### config.mk
export PLATFORM = sky130hd
export DESIGN_NAME = bmp_slave_tx_flat
export DESIGN_NICKNAME = d
export VERILOG_FILES = /design/src/rtl/bmp_slave_tx_if.sv /design/src/rtl/bmp_slave_tx.sv /design/src/flat_wrapper.sv
export SDC_FILE = /design/constraint.sdc
export NUM_CORES = 1
export LEC_CHECK = 0
export BUFFER_PORTS_ARGS = -buffer_cell sky130_fd_sc_hd__buf_2
export CAP_MARGIN = 25
export CORE_MARGIN = 1.5
export CORE_UTILIZATION = 37
export DETAILED_ROUTE_END_ITERATION = 6
export PLACE_DENSITY_LB_ADDON = 0.2
export SLEW_MARGIN = 20
export SYNTH_ARGS = -nofsm -noshare
export SYNTH_HDL_FRONTEND = slang
export SYNTH_SLANG_ARGS = --single-unit
### constraint.sdc
create_clock -name clk -period 4.15 [get_ports clk]
set_clock_uncertainty 0.2 [all_clocks]
set_input_delay 0.2075 -clock clk [delete_from_list [all_inputs] [get_ports clk]]
set_output_delay 0.2075 -clock clk [all_outputs]
set_load 0.1 [all_outputs]
### src/rtl/bmp_slave_tx_if.sv
// rtl/bmp_slave_tx_if.sv - arbiter slave-port bundle between a slave transmitter and the arbiter
interface bmp_slave_tx_if #(
  parameter int DATA_BUS_SIZE = 32
) ();
  logic [1:0]               slv_mode;
  logic                     slv_data_valid;
  logic [DATA_BUS_SIZE-1:0] slv_data;
  logic [7:0]               slv_data_proc;
  logic                     slv_ready;

  modport master (
    output slv_mode,
    output slv_data_valid,
    output slv_data,
    output slv_data_proc,
    input  slv_ready
  );

  modport slave (
    input  slv_mode,
    input  slv_data_valid,
    input  slv_data,
    input  slv_data_proc,
    output slv_ready
  );
endinterface

### src/rtl/bmp_slave_tx.sv
// rtl/bmp_slave_tx.sv - buffers producer words and streams a commanded count to an arbiter slave port
module bmp_slave_tx #(
  parameter int DATA_BUS_SIZE = 32,
  parameter int FIFO_DEPTH    = 8,
  parameter int LEN_W         = 16
) (
  input  logic                     clk,
  input  logic                     rst,
  input  logic                     i_cmd_start,
  input  logic [1:0]               i_cmd_mode,
  input  logic [7:0]               i_cmd_proc,
  input  logic [LEN_W-1:0]         i_cmd_len,
  output logic                     o_cmd_ready,
  output logic                     o_cmd_err,
  input  logic                     i_wr_en,
  input  logic [DATA_BUS_SIZE-1:0] i_wr_data,
  output logic                     o_wr_full,
  output logic                     o_wr_ovf,
  output logic                     o_tx_done,
  bmp_slave_tx_if.master           slv
);

  localparam int AW = $clog2(FIFO_DEPTH);
  localparam logic [AW:0] FULL_CNT = (AW+1)'(FIFO_DEPTH);

  typedef enum logic [1:0] {S_IDLE, S_SEND, S_DONE} state_t;

  state_t                   r_state, w_next;
  logic [DATA_BUS_SIZE-1:0] r_mem [FIFO_DEPTH];
  logic [AW-1:0]            r_wr_ptr, r_rd_ptr;
  logic [AW:0]              r_count;
  logic                     r_wr_ovf, r_cmd_err, r_valid;
  logic [DATA_BUS_SIZE-1:0] r_data;
  logic [1:0]               r_mode;
  logic [7:0]               r_proc;
  logic [LEN_W-1:0]         r_remaining, r_to_load;

  logic       w_full, w_empty, w_push, w_pop, w_accept, w_last, w_cmd_ok;
  logic       w_cmd_ready, w_tx_done;
  logic [1:0] w_slv_mode;

  assign w_full   = (r_count == FULL_CNT);
  assign w_empty  = (r_count == '0);
  assign w_push   = i_wr_en & ~w_full;
  assign w_accept = (r_state == S_SEND) & r_valid & slv.slv_ready;
  assign w_last   = w_accept & (r_remaining == LEN_W'(1));
  // Refill the output stage when it is empty or draining, but never beyond the commanded count.
  assign w_pop    = (r_state == S_SEND) & (~r_valid | w_accept) & ~w_empty & (r_to_load != '0);
  assign w_cmd_ok = i_cmd_start & (i_cmd_mode != 2'b00) & (i_cmd_len != '0);

  always_comb begin
    w_next      = r_state;
    w_cmd_ready = 1'b0;
    w_tx_done   = 1'b0;
    w_slv_mode  = 2'b00;
    case (r_state)
      S_IDLE: begin
        w_cmd_ready = 1'b1;
        if (w_cmd_ok) w_next = S_SEND;
      end
      S_SEND: begin
        w_slv_mode = r_mode;
        if (w_last) w_next = S_DONE;
      end
      S_DONE: begin
        w_tx_done = 1'b1;
        w_next    = S_IDLE;
      end
      default: w_next = S_IDLE;
    endcase
  end

  always_ff @(posedge clk or posedge rst) begin
    if (rst) r_state <= S_IDLE;
    else     r_state <= w_next;
  end

  always_ff @(posedge clk) begin
    if (w_push) r_mem[r_wr_ptr] <= i_wr_data;
  end

  always_ff @(posedge clk or posedge rst) begin
    if (rst) begin
      r_wr_ptr <= '0;
      r_rd_ptr <= '0;
      r_count  <= '0;
      r_wr_ovf <= 1'b0;
    end else begin
      r_wr_ovf <= i_wr_en & w_full;
      if (w_push) r_wr_ptr <= r_wr_ptr + 1'b1;
      if (w_pop)  r_rd_ptr <= r_rd_ptr + 1'b1;
      case ({w_push, w_pop})
        2'b10:   r_count <= r_count + 1'b1;
        2'b01:   r_count <= r_count - 1'b1;
        default: r_count <= r_count;
      endcase
    end
  end

  always_ff @(posedge clk or posedge rst) begin
    if (rst) begin
      r_cmd_err   <= 1'b0;
      r_mode      <= 2'b00;
      r_proc      <= 8'h00;
      r_remaining <= '0;
      r_to_load   <= '0;
    end else begin
      r_cmd_err <= 1'b0;
      if (r_state == S_IDLE && i_cmd_start) begin
        if (w_cmd_ok) begin
          r_mode      <= i_cmd_mode;
          r_proc      <= i_cmd_proc;
          r_remaining <= i_cmd_len;
          r_to_load   <= i_cmd_len;
        end else begin
          r_cmd_err <= 1'b1;
        end
      end else begin
        if (w_accept) r_remaining <= r_remaining - 1'b1;
        if (w_pop)    r_to_load   <= r_to_load - 1'b1;
      end
    end
  end

  always_ff @(posedge clk or posedge rst) begin
    if (rst) begin
      r_valid <= 1'b0;
      r_data  <= '0;
    end else if (w_pop) begin
      r_valid <= 1'b1;
      r_data  <= r_mem[r_rd_ptr];
    end else if (w_accept) begin
      r_valid <= 1'b0;
    end
  end

  assign o_cmd_ready        = w_cmd_ready;
  assign o_cmd_err          = r_cmd_err;
  assign o_wr_full          = w_full;
  assign o_wr_ovf           = r_wr_ovf;
  assign o_tx_done          = w_tx_done;
  assign slv.slv_mode       = w_slv_mode;
  assign slv.slv_data_valid = r_valid;
  assign slv.slv_data       = r_data;
  assign slv.slv_data_proc  = r_proc;

endmodule

### src/flat_wrapper.sv
// flat-port wrapper written by rule: the top's interface ports become plain ports
module bmp_slave_tx_flat 
#(
  parameter int DATA_BUS_SIZE = 32,
  parameter int FIFO_DEPTH    = 8,
  parameter int LEN_W         = 16
)
  (clk, rst, i_cmd_start, i_cmd_mode, i_cmd_proc, i_cmd_len, o_cmd_ready, o_cmd_err, i_wr_en, i_wr_data, o_wr_full, o_wr_ovf, o_tx_done, slv_slv_mode, slv_slv_data_valid, slv_slv_data, slv_slv_data_proc, slv_slv_ready);
  bmp_slave_tx_if #(.DATA_BUS_SIZE(DATA_BUS_SIZE)) slv_i ();
  input  logic clk;
  input  logic rst;
  input  logic i_cmd_start;
  input  logic [1:0] i_cmd_mode;
  input  logic [7:0] i_cmd_proc;
  input  logic [LEN_W-1:0] i_cmd_len;
  output logic o_cmd_ready;
  output logic o_cmd_err;
  input  logic i_wr_en;
  input  logic [DATA_BUS_SIZE-1:0] i_wr_data;
  output logic o_wr_full;
  output logic o_wr_ovf;
  output logic o_tx_done;
  output wire logic [$bits(slv_i.slv_mode)-1:0] slv_slv_mode;
  output wire logic [$bits(slv_i.slv_data_valid)-1:0] slv_slv_data_valid;
  output wire logic [$bits(slv_i.slv_data)-1:0] slv_slv_data;
  output wire logic [$bits(slv_i.slv_data_proc)-1:0] slv_slv_data_proc;
  input wire logic [$bits(slv_i.slv_ready)-1:0] slv_slv_ready;
  assign slv_slv_mode = slv_i.slv_mode;
  assign slv_slv_data_valid = slv_i.slv_data_valid;
  assign slv_slv_data = slv_i.slv_data;
  assign slv_slv_data_proc = slv_i.slv_data_proc;
  assign slv_i.slv_ready = slv_slv_ready;
  bmp_slave_tx #(.DATA_BUS_SIZE(DATA_BUS_SIZE), .FIFO_DEPTH(FIFO_DEPTH), .LEN_W(LEN_W)) u_core (.clk(clk), .rst(rst), .i_cmd_start(i_cmd_start), .i_cmd_mode(i_cmd_mode), .i_cmd_proc(i_cmd_proc), .i_cmd_len(i_cmd_len), .o_cmd_ready(o_cmd_ready), .o_cmd_err(o_cmd_err), .i_wr_en(i_wr_en), .i_wr_data(i_wr_data), .o_wr_full(o_wr_full), .o_wr_ovf(o_wr_ovf), .o_tx_done(o_tx_done), .slv(slv_i));
endmodule
==> After elaboration in Yosys (flattened, before gate mapping) <==
Memories as Yosys holds them, arrays and structs flattened. A register that Yosys moved wholly into a read port is not among the register bits.
Index checks and enable logic that the tools add are counted.
{ "word_totals": {"out_inout_bits": 48, "n_memories": 1, "mem_bits_ro": 0, "regBits": 57, "mem_bits_rw": 256, "latch_bits": 0} }
{ "mem_list": {"columns": ["memory", "words", "word_bits", "read_ports", "rd_clocked_by_memory_dff", "wr", "line_no", "source"], "rows": [
  ["u_core.r_mem", 8, 32, 1, 1, 1, "bmp_slave_tx.sv:29", "logic [DATA_BUS_SIZE-1:0] r_mem [FIFO_DEPTH];"]
]} }
{ "classes": {"n_div": 0, "reduce_logical": 14, "addsub": 6, "shift": 0, "mul": 0, "eq_ne": 9, "magnitude_cmp": 0, "n_bitwise": 14, "n_mux": 18} }
{ "op_table": {"columns": ["operator", "n"], "rows": [
  ["$mux W16", 5],
  ["$reduce_bool A16 Y1", 2],
  ["$sub A16 B1 Y16 const B", 2],
  ["$eq A16 B1 Y1 const B", 1],
  ["$and A1 B1 Y1", 10],
  ["$reduce_bool A2 Y1", 5],
  ["$mux W1", 8],
  ["$pmux W4 S2", 1],
  ["$reduce_and A2 Y1", 4],
  ["$add A3 B1 Y3 const B", 2],
  ["$mux W2", 3],
  ["$ne A2 B1 Y1 const B", 3],
  ["$add A4 B1 Y4 const B", 1],
  ["$eq A2 B1 Y1 const B", 2],
  ["$eq A2 B2 Y1 const B", 2],
  ["$eq A4 B4 Y1 const B", 1],
  ["$logic_not A4 Y1", 1],
  ["$pmux W2 S2", 1],
  ["$sub A4 B1 Y4 const B", 1],
  ["$not A1 Y1", 3],
  ["$logic_not A2 Y1", 1],
  ["$logic_and A1 B1 Y1", 1],
  ["$or A1 B1 Y1", 1]
]} }

==> Logic depth before layout (Yosys ltp) <==
{ "logic_depth": {"ltp_word": 9, "depth_mapped": 13} }

==> Worst setup path before layout <==
Ideal clock, no wire load.
{ "synth_path": {"path_kind": "flip-flop to flip-flop", "from": "reg u_core.r_count[0]", "to": "mem u_core.r_mem[0][0], enable pin", "setup_ns": 0.501, "period_less_slack_ns": 4.522, "stages_incl_launch_ff": 5, "path_buffers": 0, "path_slack_ns": -0.372, "required_ns": 3.449, "t_arrival_ns": 3.821, "cell_sequence": "dfrtp_1 nor3_1 nand2_1 nand2_1 nor4_1"} }
{ "synth_via": {"elab_chain_len": 5} }
{ "synth_lines": {"columns": ["item", "line_no", "source"], "rows": [
  ["start, declared", "bmp_slave_tx.sv:31", "logic [AW:0] r_count;"],
  ["start signal, assigned", "bmp_slave_tx.sv:93", "2'b10: r_count <= r_count + 1'b1;"],
  ["start signal, assigned", "bmp_slave_tx.sv:94", "2'b01: r_count <= r_count - 1'b1;"],
  ["start signal, assigned", "bmp_slave_tx.sv:95", "default: r_count <= r_count;"],
  ["$eq A4 B4 Y1", "bmp_slave_tx.sv:42", "assign w_full = (r_count == FULL_CNT);"],
  ["$not A1 Y1", "bmp_slave_tx.sv:44", "assign w_push = i_wr_en & ~w_full;"],
  ["$and A1 B1 Y1", "bmp_slave_tx.sv:44", null],
  ["$mux W1", "bmp_slave_tx.sv:79", "if (w_push) r_mem[r_wr_ptr] <= i_wr_data;"],
  ["$mux W1 (implied by the code)", "bmp_slave_tx.sv:79", null],
  ["end, declared", "bmp_slave_tx.sv:29", null]
]} }
No other way between the ends.

==> Worst setup path after layout <==
{ "layout_path": {"from": "reg u_core.r_to_load[0]", "to": "reg u_core.r_count[3]"} }
{ "layout_via": {"elab_chain_len": 4} }
{ "layout_lines": {"columns": ["item", "line_no", "source"], "rows": [
  ["start, declared", "bmp_slave_tx.sv:36", "logic [LEN_W-1:0] r_remaining, r_to_load;"],
  ["start signal, assigned", "bmp_slave_tx.sv:114", "r_to_load <= i_cmd_len;"],
  ["start signal, assigned", "bmp_slave_tx.sv:120", "if (w_pop) r_to_load <= r_to_load - 1'b1;"],
  ["$reduce_bool A16 Y1 (*)", "bmp_slave_tx.sv:48", "assign w_pop = (r_state == S_SEND) & (~r_valid | w_accept) & ~w_empty & (r_to_load != '0);"],
  ["$and A1 B1 Y1 (*)", "bmp_slave_tx.sv:48", null],
  ["via u_core.w_pop", "bmp_slave_tx.sv:38", "logic w_full, w_empty, w_push, w_pop, w_accept, w_last, w_cmd_ok;"],
  ["$eq A2 B1 Y1 or $eq A2 B2 Y1 (tied branches)", "bmp_slave_tx.sv:92", "case ({w_push, w_pop})"],
  ["$pmux W4 S2 or $reduce_bool A2 Y1 (tied branches)", null, null]
]} }
Mark *: on every way through the listed nets, which the timed path passes. The rest lies on a longest branch.
A chain may end at the register's enable or synchronous reset.

==> summary.txt <==
Total Power -> 0.01296 W
Clock Path Buffers -> 3
DP Cell Count -> 1384
Initial drt markers -> 492
Synth area leader -> edfxtp_1
Avg Cell Area, Syn -> 16.83 sq um
# resized after CTS -> 0
Inserted Clock Buffers -> 38
Antenna violations before repair -> 2
Die X -> 196.8 um
Slew Limit Fails -> 0
Peak Freq -> 296.0 MHz
Async SR Flop Fraction -> 25.80%
Sink Count -> 345
Clock latency on the worst-skew pair -> 0.53 ns
Clock Tree Root -> clkbuf_16
PD cells -> 768.4 nW/um^2
CTS tree -> built
Port Buffers -> 110
Critical Path RT -> 4.35 ns
Hold Vio Cnt, Final -> 0
Crit path DAT -> 3.58 ns
Top cells by area, synth -> edfxtp_1 (55%), dfrtp_1 (16%), mux4_2 (10%), mux2i_1 (2.4%), o21ai_0 (1.7%)
Share of layout cells above drive strength 1 -> 27.03%
Slew margin rel. -> 40.14%
CP startpoint kind -> flop
RSZ-0062 raised after global routing -> no
Synth Instances -> 826
First-pass GRT wire length -> 47630 um
GR Overflow Total -> 0
GRT Total Usage -> 16.08%
Post-route ant nets -> 0
Crit-path max FO -> 6
Routability cong. -> 0.8226
Final std cells w/o fill -> 1516
DR DRC count -> 0
Number of synthesized flops with an enable pin -> 256
Max-Cap Viols -> 0
Worst Setup End Kind -> flop
Initial Util -> 37.79%
Post-Route WL -> 30440 um
Setup violators final -> 0
H-tree levels -> 2
Worst-Margin Slew -> 0.8978 ns
Die Footprint -> 38740 sq um
Worst setup path class -> reg -> reg
DP Wirelength -> 17330 um
Post-CTS setup buffer count -> 0
Hold buffers post-CTS -> 62
Core Area -> 36790 sq um
Clock-pin slew on the worst setup and hold paths -> 0.06 ns
Syn_nets -> 898
Site Rows -> 70
Leakage -> 6.130 nW
Final WS setup -> 0.7720 ns
Seq/Total Area, Yosys -> 71.32%
Avg WL per Cell -> 20.08 um
Setup tns final -> 0 ns
Cell Area, Synth -> 13900 sq um
Synth Flop Type -> edfxtp_1
Vias -> 7809
Final min period -> 3.378 ns
Period utilization -> 81.40%
VDD IR-drop max -> 0.4560 mV
Largest net degree at the start of global routing -> 67
Seq cells post-synth -> 345
I/O pin total -> 111
Router iterations before antenna repair -> 5
Post-Place Worst Slack -> 0.8244 ns
Yosys cell types -> 57
Tightest Hold Check Type -> in -> reg
Yosys Warn Count -> 0
DR vias/cell -> 5.151
Proportion of netlist area held by the largest area contributor -> 55.30%
Nets@finish -> 1090
Status -> complete, no violations
Fillers -> 3197
Vias in the first global route -> 8073
Layout area overhead -> 21.35%
Chip Height -> 196.8 um
-- cell usage after synthesis (all sizes together), types with 4 or more instances --
master     n
nand2     57
nor4      11
o22ai     10
mux2i     33
buf       16
or3        6
mux2      13
nor2      29
nand3     11
a21oi     42
a2bb2oi    4
nor3      13
or4        7
ha         8
o21ai     62
dfrtp     89
clkbuf    24
inv       13
and3       4
edfxtp   256
mux4      64
xnor2      5
and2       4
o22a       4
-- worst paths after layout --
path,startpoint,end,slack (ns),cells after the start
setup / recovery,u_core.r_to_load[0]$_DFFE_PP0P_,u_core.r_count[3]$_DFFE_PP0P_,0.77,13
setup reg to reg,u_core.r_to_load[0]$_DFFE_PP0P_,u_core.r_count[3]$_DFFE_PP0P_,0.77,13
hold reg to reg,u_core.slv.slv_data[18]$_DFFE_PP0P_,u_core.slv.slv_data[18]$_DFFE_PP0P_,0.27,2
max in group asynchronous,rst,u_core.slv.slv_data_proc[6]$_DFFE_PP0P_,2.67,5
min in group asynchronous,rst,u_core.slv.slv_data[30]$_DFFE_PP0P_,0.06,3
hold / removal,i_cmd_len[15],u_core.r_remaining[15]$_DFFE_PP0P_,0.01,4
-- power breakdown --
part	switching [W]	internal, W	total (W)
clock	0.00133	0.00176	0.00309
sequential	0.000542	0.00454	0.00508
combinational	0.00325	0.00154	0.00479
-- area by class of cell --
cell class	instances	area [sq um]	area share [%]
antenna	1	2.502	0.01483
clock inverter	15	98.84	0.5860
inverter	13	51.30	0.3041
timing repair buffer	192	1379	8.174
multi-input combinational	428	3790	22.47
sequential	345	9921	58.81
clock buffer	54	1041	6.171
tap	468	585.6	3.471
-- metrics by stage --
step	area [sq um]	hold WS, ns	util [%]
after floorplan	13910	0.1064	-
after global placement	15070	0.2421	40.97
after detailed placement	15100	0.07169	41.05
after CTS	16860	0.005657	45.83
after global routing	16870	0.04030	45.86
final	16870	0.01429	45.86
-- sequential cells by signal, indices dropped and copies added (netlist names) --
signal,flops
u_core.r_mem,256
u_core.slv.slv_data,32
u_core.r_remaining,16
u_core.r_to_load,16
u_core.slv.slv_data_proc,8
u_core.r_count,4
u_core.r_rd_ptr,3
u_core.r_wr_ptr,3
u_core.r_mode,2
u_core.r_state,2
u_core.o_cmd_err,1
u_core.o_wr_ovf,1
u_core.slv.slv_data_valid,1
-- layer usage --
| metal | GRT usage (%) | wire [um] | vias up | part of all wire, % |
|---|---|---|---|---|
| met4 | 3.958 | 501 | 2 | 1.6 |
| met2 | 26.50 | 14570 | 162 | 48 |
| met1 | 22.09 | 14030 | 3950 | 46 |
| met3 | 2.977 | 1334 | 44 | 4.4 |
| met5 | 0 | 12 | - | 0.039 |
| li1 | - | - | 3651 | - |
-- worst max-delay path, stage by stage (launching register included) --
cell     delay [ns]
dfrtp_1        0.41
inv_1          0.07
ha_1           0.26
or4b_1         0.56
nor4_4         0.34
or2_2          0.20
inv_2          0.05
ha_1           0.22
ha_1           0.27
a21o_1         0.17
a21oi_1        0.16
xnor2_1        0.14
nor2_1         0.06
xor2_1         0.14
-- cells by family (layout without fill, tap and decap cells) --
logic type | Yosys count | in the layout | share of synthesized area (%)
flops | 345 | 345 | 71.32
mux | 110 | 110 | 13.80
other cells | 0 | 1 | 0
buf+inv | 53 | 274 | 1.872
fa+ha+maj | 9 | 9 | 0.8641
simple gates | 156 | 156 | 5.599
compound gates | 145 | 145 | 6.040
xor+xnor | 8 | 8 | 0.5041
-- cells in the final DEF, fill, tap and decap left out, drive strengths merged, types with 4 or more instances in the layout --
cell	Yosys	layout
clkbuf	24	54
o22a	4	4
dlygate4sd3	0	62
xnor2	5	5
or4	7	7
nor4	11	11
dfrtp	89	89
nor3	13	13
and3	4	4
mux4	64	64
o21ai	62	62
mux2	13	13
buf	16	130
clkinv	0	14
mux2i	33	33
edfxtp	256	256
o22ai	10	10
ha	8	8
inv	13	14
and2	4	4
nand2	57	57
or3	6	6
nor2	29	29
a2bb2oi	4	4
nand3	11	11
a21oi	42	42
Power figures use the tool's default switching activity.
